File: config.mk
export PLATFORM = sky130hd
export DESIGN_NAME = mips_multicycle_ctrl
export DESIGN_NICKNAME = d
export VERILOG_FILES = /design/src/rtl/mips_multicycle_ctrl.sv
export SDC_FILE = /design/constraint.sdc
export NUM_CORES = 1
export LEC_CHECK = 0
export BUFFER_PORTS_ARGS = -buffer_cell sky130_fd_sc_hd__buf_4
export CORE_MARGIN = 3
export CORE_UTILIZATION = 50
export DETAILED_ROUTE_END_ITERATION = 7
export PLACE_DENSITY = 0.91
export RECOVER_POWER = 100
export SYNTH_ARGS = -nofsm -noshare
export SYNTH_HDL_FRONTEND = slang
export SYNTH_SLANG_ARGS = --single-unit
File: constraint.sdc
create_clock -name clk -period 2.4 [get_ports clk]
set_clock_uncertainty 0.15 [all_clocks]
set_input_delay 0.12 -clock clk [delete_from_list [all_inputs] [get_ports clk]]
set_output_delay 0.12 -clock clk [all_outputs]
set_load 0.005 [all_outputs]
File: src/rtl/mips_multicycle_ctrl.sv
// Multi-cycle control sequencer for a MIPS datapath (add, sub, lw, sw, j) with a
// shared memory port, a ready handshake and a bounded wait for memory.
//
// state  | code | meaning
// IDLE   | 0    | after reset, no activity
// FETCH  | 1    | read instruction at PC, PC <= PC+4 on mem_ready
// DECODE | 2    | dispatch on op_code/funct
// EXEC_R | 3    | R-type ALU operation
// WB_R   | 4    | write ALU_out to rd
// ADDR   | 5    | effective address = A + sign-ext imm
// MEM_RD | 6    | data read at ALU_out
// WB_LD  | 7    | write MDR to rt
// MEM_WR | 8    | data write at ALU_out
// JUMP   | 9    | PC <= jump target
// HALT   | 15   | fault, held until reset
module mips_multicycle_ctrl #(
    parameter int TIMEOUT = 16,
    parameter int CNT_W   = 8
) (
    input  logic       clk,
    input  logic       reset_n,
    input  logic [5:0] op_code,
    input  logic [5:0] funct,
    input  logic       mem_ready,
    output logic       mem_read,
    output logic       mem_write,
    output logic       i_or_d,
    output logic       ir_write,
    output logic       pc_write,
    output logic [1:0] pc_source,
    output logic       alu_src_a,
    output logic [1:0] alu_src_b,
    output logic [1:0] ALU_op,
    output logic       reg_dst,
    output logic       mem_to_reg,
    output logic       reg_write,
    output logic       halted,
    output logic [3:0] state_o
);

    typedef enum logic [3:0] {
        S_IDLE   = 4'd0,
        S_FETCH  = 4'd1,
        S_DECODE = 4'd2,
        S_EXEC_R = 4'd3,
        S_WB_R   = 4'd4,
        S_ADDR   = 4'd5,
        S_MEM_RD = 4'd6,
        S_WB_LD  = 4'd7,
        S_MEM_WR = 4'd8,
        S_JUMP   = 4'd9,
        S_HALT   = 4'd15
    } state_t;

    localparam logic [5:0] OP_RTYPE = 6'd0;
    localparam logic [5:0] OP_LW    = 6'd35;
    localparam logic [5:0] OP_SW    = 6'd43;
    localparam logic [5:0] OP_J     = 6'd2;
    localparam logic [5:0] FN_ADD   = 6'd32;
    localparam logic [5:0] FN_SUB   = 6'd34;

    localparam logic [CNT_W-1:0] CNT_LAST = CNT_W'(TIMEOUT - 1);

    state_t           state_q, state_d;
    logic [CNT_W-1:0] cnt_q, cnt_d;
    logic             mem_state;
    logic             timeout_hit;

    assign mem_state   = (state_q == S_FETCH) || (state_q == S_MEM_RD) || (state_q == S_MEM_WR);
    // This waiting cycle would bring the count to TIMEOUT.
    assign timeout_hit = (cnt_q == CNT_LAST);

    always_ff @(posedge clk or negedge reset_n) begin
        if (!reset_n) begin
            state_q <= S_IDLE;
            cnt_q   <= '0;
        end else begin
            state_q <= state_d;
            cnt_q   <= cnt_d;
        end
    end

    always_comb begin
        state_d    = state_q;
        mem_read   = 1'b0;
        mem_write  = 1'b0;
        i_or_d     = 1'b0;
        ir_write   = 1'b0;
        pc_write   = 1'b0;
        pc_source  = 2'b00;
        alu_src_a  = 1'b0;
        alu_src_b  = 2'b00;
        ALU_op     = 2'b00;
        reg_dst    = 1'b0;
        mem_to_reg = 1'b0;
        reg_write  = 1'b0;
        halted     = 1'b0;

        unique case (state_q)
            S_IDLE: state_d = S_FETCH;
            S_FETCH: begin
                mem_read  = 1'b1;
                alu_src_b = 2'b01;
                ir_write  = mem_ready;
                pc_write  = mem_ready;
                if (mem_ready)        state_d = S_DECODE;
                else if (timeout_hit) state_d = S_HALT;
            end
            S_DECODE: begin
                if (op_code == OP_RTYPE && (funct == FN_ADD || funct == FN_SUB))
                    state_d = S_EXEC_R;
                else if (op_code == OP_LW || op_code == OP_SW)
                    state_d = S_ADDR;
                else if (op_code == OP_J)
                    state_d = S_JUMP;
                else
                    state_d = S_HALT;
            end
            S_EXEC_R: begin
                alu_src_a = 1'b1;
                ALU_op    = (funct == FN_SUB) ? 2'b01 : 2'b00;
                state_d   = S_WB_R;
            end
            S_WB_R: begin
                reg_dst   = 1'b1;
                reg_write = 1'b1;
                state_d   = S_FETCH;
            end
            S_ADDR: begin
                alu_src_a = 1'b1;
                alu_src_b = 2'b10;
                if (op_code == OP_LW)      state_d = S_MEM_RD;
                else if (op_code == OP_SW) state_d = S_MEM_WR;
                else                       state_d = S_HALT;
            end
            S_MEM_RD: begin
                mem_read = 1'b1;
                i_or_d   = 1'b1;
                if (mem_ready)        state_d = S_WB_LD;
                else if (timeout_hit) state_d = S_HALT;
            end
            S_WB_LD: begin
                mem_to_reg = 1'b1;
                reg_write  = 1'b1;
                state_d    = S_FETCH;
            end
            S_MEM_WR: begin
                mem_write = 1'b1;
                i_or_d    = 1'b1;
                if (mem_ready)        state_d = S_FETCH;
                else if (timeout_hit) state_d = S_HALT;
            end
            S_JUMP: begin
                pc_source = 2'b10;
                pc_write  = 1'b1;
                state_d   = S_FETCH;
            end
            S_HALT: begin
                halted  = 1'b1;
                state_d = S_HALT;
            end
            default: state_d = S_HALT;
        endcase
    end

    // Counter only survives while waiting in the same memory state; any entry starts it at zero.
    always_comb begin
        cnt_d = '0;
        if (mem_state && !mem_ready && state_d == state_q)
            cnt_d = cnt_q + CNT_W'(1);
    end

    assign state_o = state_q;

endmodule

* Word-level counts from Yosys, hierarchy flattened
Cells that the tools add are included.
** Cells by class
- Add/subtract/negate cells :: 1
- Eq/ne operators :: 17
- Mux-type cells :: 25
- Reductions and logical operators :: 15
** Operators with widths (number)
- $mux W4 :: 7
- $pmux W4 S7 :: 1
- $eq A6 B6 Y1 const B :: 4
- $eq A4 B3 Y1 const B :: 4
- $eq A4 B4 Y1 const B :: 3
- $mux W1 :: 11
- $add A8 B1 Y8 const B :: 1
- $eq A4 B2 Y1 const B :: 2
- $eq A8 B4 Y1 const B :: 1
- $mux W8 :: 1
- $reduce_or A2 Y1 :: 4
- $eq A6 B2 Y1 const B :: 1
- $logic_not A6 Y1 :: 1
- $mux W3 :: 2
- $eq A4 B1 Y1 const B :: 1
- $eq A4 B4 Y1 :: 1
- $logic_not A4 Y1 :: 1
- $logic_or A1 B1 Y1 :: 4
- $pmux W2 S2 :: 1
- $reduce_or A4 Y1 :: 1
- $logic_and A1 B1 Y1 :: 3
- $mux W2 :: 1
- $pmux W1 S2 :: 1
- $logic_not A1 Y1 :: 1
** Word-level totals
- Flip-flop bits (word level) :: 12
- Input port bits :: 15
- Word-level logic and storage cells :: 60

* Depth between registers and ports, before layout
- Word-level depth :: 8
- Depth in mapped cells :: 6
- Depth with buffers taken out :: 5

* Worst setup path before layout
OpenSTA, ideal clock, no wires.
- Path type :: register -> register
- Start :: register cnt_q[0]
- End :: register state_q[1], in the netlist state_o[1]
- Setup time :: 0.131 ns
- Data arrival time :: 1.428 ns
- Path slack :: 0.691 ns
- Stages on the path, launching flop included :: 7
- Clock period less this slack :: 1.709 ns
- Cell sequence :: dfrtp_1 ha_1 and3_1 clkbuf_1 and2_1 o32ai_1 nand3_2
** On the way
- Longest elaborated chain between the ends :: 4
- Elaborated cells between the ends (all ways) :: 6
- Classes of those cells :: eq/ne: 1; mux: 5
** RTL lines
- start, declared :: RTL line 65 : logic [CNT_W-1:0] cnt_q, cnt_d;
- start signal, assigned :: RTL line 79 : cnt_q <= cnt_d;
- $eq A8 B4 Y1 * :: RTL line 71 : assign timeout_hit = (cnt_q == CNT_LAST);
- $mux W4 * :: RTL line 107, 140, 151
- $mux W4, on equally long branches :: RTL line 150, 106, 139
- $pmux W4 S7 * :: RTL line 99 : unique case (state_q)
- via state_d[1] :: RTL line 64 : state_t state_q, state_d;
- end signal, assigned :: RTL line 78 : state_q <= state_d;
- end, declared :: RTL line 64
The timed path passes the listed nets; every way through them passes the cells marked *.

* Worst setup path after layout
- Start :: register state_q[0], in the netlist state_o[0]
- End :: output pc_write
** On the way
- Longest elaborated chain between the ends :: 2
- Elaborated cells between the ends (all ways) :: 3
- Classes of those cells :: eq/ne: 2; mux: 1
** RTL lines
- $eq A4 B4 Y1 / $eq A4 B1 Y1 (equally long branches) :: RTL line 99
- $pmux W1 S2 * :: RTL line 99
- end, declared :: RTL line 29 : output logic pc_write,
Mark *: on every way between the ends. The rest lies on a longest branch, timed or not.

==> impl_metrics.csv <==
group,metric,value,unit
critical_path,critical_path.endpoint_type,"output port",
die,ios,35,
timing,whs,0.0256,ns
place,gp_congestion,0.804,
clock_tree,cts_buffer_depth,2,
synth,yosys-top-cells-count,"nor2_1, dfrtp_1, nand2_1, nor3_1",
finish,drive_gt1_share,27.9,%
finish,fin_area,0.00129,mm^2
critical_path,slowest_stage,"dfrtp_1",
synth,syn-cell-area,0.00106,mm^2
job,cap_viol_max_count,0,
finish,nFillCells,167,
finish,antenna_cells,0,
clock_tree,cts-root-buf,"clkbuf_4",
place,dpl-instance-area,0.00128,mm^2
clock_tree,cts_tree,"built",
synth,ys.flop_type,"dfrtp_1",
die,chipWidth,52.0,um
critical_path,critPathKind,"register to output port",
synth,synth_area_leader_cell,"dfrtp_1",
clock_tree,cts_max_level,1,
synth,yosysSeqAreaShare,28.4,%
place,io_buffers,32,
finish,fin_util,65.1,%
critical_path,cp_data_required_time,2.13,ns
route,num_vias,1012,
place,hpwl,1920,um
timing,finalCritPeriodShare,89.3,%
die,rows,16,
grt,grt_pass1_wl,4200,um
grt,grt_overflow,0,
route,drc,0,
timing,worst_slew_pin_slew,0.616,ns
route,drtIter0Drc,23,
grt,gr-usage-all-layers,20.9,%
finish,syn_to_final_growth,22.0,%
min_path,hold_class,"primary input to register",
route,avgViaCountPerCell,5.59,
pwr,cellLeakagePower,0.543,nW
finish,multi_input_area,672,um^2
synth,synth.distinct_cells,44,
outcome,status,"finished clean",
synth,synth.most_common_cell,"nor2_1",
clock_tree,cts_sinks,12,
route,detail_route.wl_per_cell,13.6,um
critical_path,critPathTopFamily,"flip-flops",
clock_tree,cts_resized,0,
route,firstDrtPassIters,4,
synth,synth_edf_count,0,
critical_path,worst-path-max-fanout,22,
route,wl,2460,um
timing,slew_headroom,58.9,%
pwr,max-vdd-ir-drop,0.626,mV
timing,fmax,0.467,GHz
timing,hold_viol,0,
synth,synthDominantCellAreaShare,28.4,%
critical_path,worstPathArrival,1.87,ns
synth,synth_area_leaders,"dfrtp_1, nor2_1, nor3_1, xnor2_1, nand3b_1",
pwr,power,1.20,mW
die,start_util,53.3,%
clock_tree,postCtsSetupBuffers,0,
pwr,power_per_cell_area,932,mW/mm^2
critical_path,cp_slowest_stage_delay,0.74,ns
synth,yosysWarnings,0,
grt,grt_pass1_vias,987,
critical_path,path_cells,"nand2b_1 > nor4_1 > or2_2 > clkbuf_4",
route,ant_nets,0,
critical_path,cp_num_buf_inv,1,
critical_path,cp-start-kind,"register",
grt,grt_max_degree,23,
synth,syn_inst,127,
grt,grt_antenna_before_repair,0,
timing,fin_crit,2.14,ns
timing,finalSetupViolations,0,
synth,synthArstFlopShare,100,%
timing,rsz0062_at_grt,"no",
timing,finalMaxSlewViolations,0,
timing,tns,0,ns
die,dieArea,0.00270,mm^2
finish,final_nets,172,
die,die_y,52.0,um
clock_tree,cts_buffers,3,
die,core_area,0.00198,mm^2
synth,synth_area_per_cell,8.32,um^2
finish,regArea,300,um^2
clock_tree,clk_pin_slew,0.07,ns
clock_tree,hold_buffers,1,
clock_tree,worstSkewPairLatency,0.27,ns
synth,ys_ff_latch,12,
-- path summary, 6_finish.rpt --
| check | slack [ns] | endpoint | cells past startpoint | from |
|---|---|---|---|---|
| worst max register to register | 0.35 | cnt_q[3]$_DFF_PN0_ | 4 | state_o[0]$_DFF_PN0_ |
| worst min register to register | 0.32 | cnt_q[0]$_DFF_PN0_ | 1 | cnt_q[0]$_DFF_PN0_ |
| worst min-delay path | 0.03 | state_o[1]$_DFF_PN0_ | 3 | op_code[1] |
| min in group asynchronous | 0.23 | cnt_q[4]$_DFF_PN0_ | 2 | reset_n |
| worst max-delay path | 0.26 | pc_write | 4 | state_o[0]$_DFF_PN0_ |
| max in group asynchronous | 1.46 | state_o[2]$_DFF_PN0_ | 2 | reset_n |
-- state kept, by name (all words and copies together) (netlist names) --
signal   count
state_o      4
cnt_q        8
-- layout by cell type, fill, tap and decap left out, drive strengths merged, types with 3 or more instances in the layout --
cell type	synthesis	routed
buf	7	22
nor2	17	17
clkbuf	5	15
dfrtp	12	12
nor3	9	9
nand2	9	9
nand2b	5	5
nand3b	5	5
xnor2	5	5
a21oi	5	5
o21ai	4	4
nor4	4	4
or3b	3	3
nor3b	3	3
xor2	3	3
a2bb2oi	3	3
nand3	3	3
-- worst reg2reg max path: stages (launching register included) --
cell       delay (ns)
dfrtp_1          0.74
nand2b_1         0.23
a2111o_1         0.42
a2bb2oi_2        0.22
nor3_1           0.22
-- where the power goes --
part           internal, mW  switching, mW
combinational         0.371          0.343
sequential            0.240          0.129
clock                0.0580         0.0602
total                 0.669          0.533
-- kinds of logic after synthesis --
| group | share of synthesized area [%] |
|---|---|
| flip-flops | 28.4 |
| adder cells (fa/ha/maj) | 1.18 |
| other | 0.355 |
| AND/OR/NAND/NOR | 38.6 |
| AO/OA/AOI/OAI | 17.5 |
| buffers and inverters | 7.34 |
| XOR/XNOR | 6.63 |
-- layer usage --
metal	global-route usage (%)	part of all wire (%)	wire, um	vias up
li1	-	-	-	510
met1	25.6	43	1050	470
met2	34.9	51	1250	25
met3	4.30	4.0	98	7
met4	9.17	2.3	57	0
met5	0	0	0	-
-- area by class of cell --
class | instances | area share (%)
Inverter | 1 | 0.291
Tap cell | 27 | 2.62
Multi-Input combinational cell | 103 | 52.1
Timing Repair Buffer | 35 | 20.0
Sequential cell | 12 | 23.3
Clock buffer | 3 | 1.75
-- stage by stage --
stage,worst slack [ns],cells
floorplan,0.691,128
global placement,0.486,177
detailed placement,0.408,177
CTS,0.217,181
global route,0.108,181
finish,0.257,181
Power figures use the tool's default switching activity.
